<file path="config.mk">
export PLATFORM = sky130hd
export DESIGN_NAME = wb_io_hub
export DESIGN_NICKNAME = d
export VERILOG_FILES = /design/src/rtl/wb_io_hub_pkg.sv /design/src/rtl/wb_io_watchdog.sv /design/src/rtl/wb_io_hub.sv
export SDC_FILE = /design/constraint.sdc
export NUM_CORES = 1
export LEC_CHECK = 0
export ABC_AREA = 1
export ABC_CLOCK_PERIOD_IN_PS = 6600
export CAP_MARGIN = 40
export CORE_AREA = 2 2 127 129
export CTS_CLUSTER_DIAMETER = 30
export DETAILED_ROUTE_END_ITERATION = 8
export DIE_AREA = 0 0 129 131
export SLEW_MARGIN = 30
export SYNTH_ARGS = -nofsm -noshare
export SYNTH_HDL_FRONTEND = slang
export SYNTH_SLANG_ARGS = --single-unit
</file>
<file path="constraint.sdc">
create_clock -name wb_clk -period 6.6 [get_ports wb_clk]
set_input_delay 1.98 -clock wb_clk [delete_from_list [all_inputs] [get_ports wb_clk]]
set_output_delay 1.98 -clock wb_clk [all_outputs]
set_load 0.01 [all_outputs]
</file>
<file path="src/rtl/wb_io_hub_pkg.sv">
// Shared constants for the Wishbone I/O hub: FSM encodings, slot-field
// position in the word address, and the counter-width helper.
package wb_io_hub_pkg;

  localparam logic [1:0] IO_ST_IDLE   = 2'd0;
  localparam logic [1:0] IO_ST_ACCESS = 2'd1;
  localparam logic [1:0] IO_ST_ERR    = 2'd2;

  localparam int IO_SLOT_LSB  = 12;
  localparam int IO_SLOT_BITS = 4;

  // Bits needed to hold the value itself (at least one).
  function automatic int get_width(input int value);
    if (value < 1) begin
      return 1;
    end else begin
      return $clog2(value + 1);
    end
  endfunction

endpackage

</file>
<file path="src/rtl/wb_io_watchdog.sv">
// Per-beat wait counter: clear has priority over enable; expired_o flags the
// last permitted wait cycle (count == TIMEOUT-1).
module wb_io_watchdog
  import wb_io_hub_pkg::*;
#(
  parameter int TIMEOUT = 255
) (
  input  logic clk,
  input  logic rst,
  input  logic clr_i,
  input  logic en_i,
  output logic expired_o
);

  localparam int CNT_BITS = get_width(TIMEOUT);

  logic [CNT_BITS-1:0] cnt_d;
  logic [CNT_BITS-1:0] cnt_q;

  always_comb begin
    cnt_d = cnt_q;
    if (clr_i) begin
      cnt_d = '0;
    end else if (en_i) begin
      cnt_d = cnt_q + CNT_BITS'(1);
    end else begin
      cnt_d = cnt_q;
    end
  end

  always_ff @(posedge clk or posedge rst) begin
    if (rst) begin
      cnt_q <= '0;
    end else begin
      cnt_q <= cnt_d;
    end
  end

  assign expired_o = (cnt_q == CNT_BITS'(TIMEOUT - 1));

endmodule

</file>
<file path="src/rtl/wb_io_hub.sv">
// Wishbone I/O hub: decodes 4 KB device slots, forwards with zero latency and
// turns unmapped or unanswered beats into a one-cycle error. Optional error log: WB_IO_ERR_LOG_EN.
module wb_io_hub
  import wb_io_hub_pkg::*;
#(
  parameter int DEV_COUNT = 4,
  parameter int TIMEOUT   = 255
) (
  input  logic                    wb_clk,
  input  logic                    wb_rst,
  input  logic                    wbs_cyc_i,
  input  logic                    wbs_stb_i,
  input  logic [31:2]             wbs_addr_i,
  input  logic [2:0]              wbs_cti_i,
  input  logic [1:0]              wbs_bte_i,
  input  logic [3:0]              wbs_sel_i,
  input  logic                    wbs_we_i,
  input  logic [31:0]             wbs_data_i,
  output logic [31:0]             wbs_data_o,
  output logic                    wbs_ack_o,
  output logic                    wbs_err_o,
  output logic [DEV_COUNT-1:0]    d_cyc_o,
  output logic [DEV_COUNT-1:0]    d_stb_o,
  output logic [31:2]             d_addr_o,
  output logic [2:0]              d_cti_o,
  output logic [1:0]              d_bte_o,
  output logic [3:0]              d_sel_o,
  output logic                    d_we_o,
  output logic [31:0]             d_data_o,
  input  logic [32*DEV_COUNT-1:0] d_data_i,
  input  logic [DEV_COUNT-1:0]    d_ack_i,
`ifdef WB_IO_ERR_LOG_EN
  input  logic [DEV_COUNT-1:0]    d_err_i,
  output logic                    err_valid_o,
  output logic [31:2]             err_addr_o,
  output logic                    err_timeout_o,
  input  logic                    err_clr_i
`else
  input  logic [DEV_COUNT-1:0]    d_err_i
`endif
);

  logic [1:0]              state_d, state_q;
  logic [IO_SLOT_BITS-1:0] slot_s;
  logic                    slot_valid_s, pass_s, sel_s;
  logic                    dev_ack_s, dev_err_s, resp_s;
  logic [31:0]             dev_data_s;
  logic                    wd_clr_s, wd_en_s, wd_expired_s;

  assign slot_s       = wbs_addr_i[IO_SLOT_LSB +: IO_SLOT_BITS];
  assign slot_valid_s = (32'(slot_s) < 32'(DEV_COUNT));
  // Reset gating keeps every combinational output at zero while wb_rst is high.
  assign pass_s       = !wb_rst && (state_q != IO_ST_ERR);
  assign sel_s        = pass_s && slot_valid_s;

  always_comb begin
    d_cyc_o    = '0;
    d_stb_o    = '0;
    dev_ack_s  = 1'b0;
    dev_err_s  = 1'b0;
    dev_data_s = 32'd0;
    for (int k = 0; k < DEV_COUNT; k++) begin
      if (sel_s && (slot_s == IO_SLOT_BITS'(k))) begin
        d_cyc_o[k] = wbs_cyc_i;
        d_stb_o[k] = wbs_stb_i;
        dev_ack_s  = d_ack_i[k];
        dev_err_s  = d_err_i[k];
        dev_data_s = d_data_i[32*k +: 32];
      end else begin
        d_cyc_o[k] = 1'b0;
        d_stb_o[k] = 1'b0;
      end
    end
  end

  assign resp_s     = dev_ack_s | dev_err_s;
  assign wbs_ack_o  = dev_ack_s;
  assign wbs_data_o = dev_data_s;
  assign wbs_err_o  = dev_err_s | (state_q == IO_ST_ERR);

  assign d_addr_o = pass_s ? wbs_addr_i : '0;
  assign d_cti_o  = pass_s ? wbs_cti_i  : 3'd0;
  assign d_bte_o  = pass_s ? wbs_bte_i  : 2'd0;
  assign d_sel_o  = pass_s ? wbs_sel_i  : 4'd0;
  assign d_we_o   = pass_s ? wbs_we_i   : 1'b0;
  assign d_data_o = pass_s ? wbs_data_i : 32'd0;

  always_comb begin
    state_d  = state_q;
    wd_clr_s = 1'b0;
    wd_en_s  = 1'b0;
    case (state_q)
      IO_ST_IDLE: begin
        if (wbs_cyc_i && wbs_stb_i) begin
          if (slot_valid_s) begin
            state_d  = IO_ST_ACCESS;
            wd_clr_s = resp_s;
            wd_en_s  = !resp_s;
          end else begin
            state_d  = IO_ST_ERR;
            wd_clr_s = 1'b1;
          end
        end else begin
          state_d  = IO_ST_IDLE;
          wd_clr_s = 1'b1;
        end
      end
      IO_ST_ACCESS: begin
        // Abort beats response, response beats timeout.
        if (!wbs_cyc_i) begin
          state_d  = IO_ST_IDLE;
          wd_clr_s = 1'b1;
        end else if (resp_s) begin
          wd_clr_s = 1'b1;
        end else if (wbs_stb_i) begin
          if (wd_expired_s) begin
            state_d  = IO_ST_ERR;
            wd_clr_s = 1'b1;
          end else begin
            wd_en_s = 1'b1;
          end
        end else begin
          wd_en_s = 1'b0;
        end
      end
      IO_ST_ERR: begin
        state_d  = IO_ST_IDLE;
        wd_clr_s = 1'b1;
      end
      default: begin
        state_d  = IO_ST_IDLE;
        wd_clr_s = 1'b1;
      end
    endcase
  end

  always_ff @(posedge wb_clk or posedge wb_rst) begin
    if (wb_rst) begin
      state_q <= IO_ST_IDLE;
    end else begin
      state_q <= state_d;
    end
  end

  wb_io_watchdog #(.TIMEOUT(TIMEOUT)) u_watchdog (
    .clk       (wb_clk),
    .rst       (wb_rst),
    .clr_i     (wd_clr_s),
    .en_i      (wd_en_s),
    .expired_o (wd_expired_s)
  );

`ifdef WB_IO_ERR_LOG_EN
  logic        err_valid_d, err_valid_q;
  logic [31:2] err_addr_d, err_addr_q;
  logic        err_timeout_d, err_timeout_q;
  logic        err_entry_s;

  assign err_entry_s = (state_d == IO_ST_ERR) && (state_q != IO_ST_ERR);

  // A new error in the same cycle as a clear keeps the new record.
  always_comb begin
    err_valid_d   = err_valid_q;
    err_addr_d    = err_addr_q;
    err_timeout_d = err_timeout_q;
    if (err_entry_s) begin
      err_valid_d   = 1'b1;
      err_addr_d    = wbs_addr_i;
      err_timeout_d = (state_q == IO_ST_ACCESS);
    end else if (err_clr_i) begin
      err_valid_d   = 1'b0;
      err_addr_d    = '0;
      err_timeout_d = 1'b0;
    end else begin
      err_valid_d   = err_valid_q;
    end
  end

  always_ff @(posedge wb_clk or posedge wb_rst) begin
    if (wb_rst) begin
      err_valid_q   <= 1'b0;
      err_addr_q    <= '0;
      err_timeout_q <= 1'b0;
    end else begin
      err_valid_q   <= err_valid_d;
      err_addr_q    <= err_addr_d;
      err_timeout_q <= err_timeout_d;
    end
  end

  assign err_valid_o   = err_valid_q;
  assign err_addr_o    = err_addr_q;
  assign err_timeout_o = err_timeout_q;
`endif

endmodule

</file>
==> metrics.md <==
| Metric | Value |
|---|---|
| Status | finished, final reports clean |
| Initial antenna violation count | 3 |
| P_leak | 0.00252 uW |
| Post-DRT Antenna Nets | 0 |
| Number of global-route vias before repair | 3480 |
| Met1 wire length | 5560 um |
| Max-cap violations | 0 |
| Core Box Area | 15600 um^2 |
| Setup WS post-layout | 0.288 ns |
| Final Cycle Share | 0.956 |
| CP arrival | 4.33 ns |
| Synth warnings | 0 |
| Finished Layout Cells | 949 |
| Clock transition at the registers of the reported paths | 0.04 ns |
| Vias per cell | 3.94 |
| CTS tree | yes |
| Die W | 129 um |
| Power per cell area | 85.0 nW/um^2 |
| CP Cell Sequence | clkdlybuf4s50_1 > inv_1 > nor2_1 > nand3_1 > inv_1 > buf_4 > a22oi_1 > nand3_1 > clkdlybuf4s50_1 |
| Wirelength, routed | 13600 um |
| Max FO, Critical Path | 32 |
| Post-CTS Setup Inserts | 0 |
| Worst R2R Path Depth | 10 |
| Starting density of the core | 0.135 |
| Worst path slowest cell | clkdlybuf4s50_1 |
| CTS Sinks | 10 |
| Syn Area/Cell | 5.04 um^2 |
| Avg WL per Cell | 14.3 um |
| Crit. path cell count | 9 |
| Tot GR Track Use | 0.145 |
| # IOs | 326 |
| Global-route wire length before repair | 19300 um |
| Mapped Cells | 416 |
| DR vias | 3741 |
| CP Launch Type | input pin |
| 1st-pass router iterations | 4 |
| Dpl ws | 0.243 ns |
| Cts bufs inserted | 3 |
| RD Place Congestion | 0.830 |
| Clock period minus worst slack | 6.31 ns |
| Die Ht | 131 um |
| HPWL after DPL | 11100 um |
| Share of post-route cells with drive strength above 1 | 0.0301 |
| Slew @ Worst Pin | 0.698 ns |
| Most area-consuming cells after synthesis | nor2_1 (17%), nand2_1 (16%), inv_1 (16%) |
| DR WL met3 | 1260 um |
| Clock Latency Late Sink | 0.24 ns |
| Endpoints failing setup | 0 |
| Synthesized area | 2100 um^2 |
| Hold buffers post-CTS | 0 |
| Worst hold path type | reg2reg |
| Clk_skew | 0.00123 ns |
| RSZ-0062 raised after global routing | false |
| Number of DRC markers in iteration 0 | 162 |
| Htree depth | 1 |
| Largest net degree at the start of global routing | 72 |
| Max Clk Rate | 158 MHz |
| GR Overflow Total | 0 |
| Max-slew headroom | 0.535 |
| Post-cts sizing count | 0 |
| CP required | 4.62 ns |
| Peak VDD IR | 120 uV |
| Critical path's largest stage delay | 0.59 ns |
| Post-Place Cells | 944 |
| Drc violations | 0 |
| Register area share after synthesis | 0.119 |
| CP bufs+invs | 5 |
| Clk buf depth | 2 |
| Tot Pwr | 485 uW |
| Endpoint type of the worst setup path | output port |
| Syn Nets | 630 |
| Yosys top cell area share | 0.172 |
| Die area | 16900 um^2 |
| Hold path cells | 2 |
| Port Buffers | 325 |
| Wire length on met2 | 6590 um |
| Cell variety after synth | 25 |
| Final hold vios | 0 |
| Critical path class | in2out |
| Top Metal Used | met5 |
| Clk root buf | clkbuf_16 |
| Layout area overhead | 172% |
| Area leader, netlist | nor2_1 |
| Rows | 46 |
| Synth Register Bits | 10 |
| Max Slew Vio Count | 0 |
| Setup TNS | 0 ns |
| Crit path max-delay family | buffers and inverters |
| NumNets Final | 947 |
-- Yosys cell counts (all sizes together) --
| cell | instances |
|---|---|
| a21oi | 3 |
| a22oi | 29 |
| buf | 8 |
| clkbuf | 12 |
| dfrtp | 10 |
| ha | 2 |
| inv | 91 |
| nand2 | 93 |
| nand3 | 38 |
| nand4 | 20 |
| nor2 | 98 |
| nor3 | 1 |
| o21ai | 1 |
| o21bai | 2 |
| or2 | 3 |
| xnor2 | 1 |
| xor2 | 4 |
-- metrics by stage --
stage	util	cell area [um^2]	hold WS, ns
finish	0.366	5710	0.569
global placement	0.360	5620	0.549
global route	0.366	5710	0.613
CTS	0.366	5710	0.563
detailed placement	0.360	5620	0.555
floorplan	-	2100	0.507
-- routing by layer --
| metal | vias up | GRT usage |
|---|---|---|
| li1 | 1919 | - |
| met1 | 1644 | 0.185 |
| met2 | 159 | 0.248 |
| met3 | 15 | 0.0379 |
| met4 | 4 | 0.0307 |
| met5 | - | 0 |
-- cells in the final DEF, fill, tap and decap left out, types with 2 or more instances in the layout --
cell type,count
o21bai_1,2
a21oi_1,2
buf_4,4
buf_12,3
nand3_1,38
or2_2,2
a22oi_1,29
dfrtp_1,10
clkbuf_16,3
ha_1,2
xor2_1,4
inv_2,3
nand4_1,19
nand2_1,92
nor2_1,96
inv_1,88
clkdlybuf4s50_1,325
-- report_power, final --
group          internal (uW)  switching [uW]  leakage, uW
combinational            192             106      0.00233
sequential              62.6            1.60     0.000139
clock                   91.5            32.2    0.0000442
-- worst register-to-register path: stages, from the launching register on --
cell and delay, ns:
dfrtp_1 0.40, inv_1 0.08, ha_1 0.19, nand2_1 0.05, nor2_1 0.04, nand2_1 0.08, nand3_1 0.08, nand2_2 0.14
inv_1 0.14, or2_2 0.29, a21oi_1 0.14
-- kinds of logic after synthesis --
logic type                 share of synthesized area
DFF                                            0.119
AOI/OAI and AO/OA                              0.128
xor gates and xnor gates                      0.0209
and+or+nand+nor                                0.512
adders and majority gates                     0.0119
buffers and inverters                          0.208
-- sequential cells by signal, summed over array words and instances, names as in the netlist --
name	flops
state_q	2
u_watchdog.cnt_q	8
-- layout make-up --
cell class              count  area (um^2)
well taps                 216          270
diodes                      1         2.50
fillers                  1636         9890
clock buffers               4         88.8
repair buffers            332         3340
inverters                  91          342
multi-input cells         295         1410
flip-flops and latches     10          250
-- worst paths after layout --
path | from | endpoint | slack, ns
worst max-delay path | wbs_addr_i[12] | wbs_data_o[29] | 0.29
worst min-delay path | u_watchdog.cnt_q[6] | u_watchdog.cnt_q[6] | 0.57
worst max register to register | u_watchdog.cnt_q[0] | u_watchdog.cnt_q[1] | 4.88
worst min register to register | u_watchdog.cnt_q[6] | u_watchdog.cnt_q[6] | 0.57
max in group asynchronous | wb_rst | u_watchdog.cnt_q[3] | 4.30
min in group asynchronous | wb_rst | u_watchdog.cnt_q[2] | 2.16
Note: power is estimated with default switching activity, not from simulation.
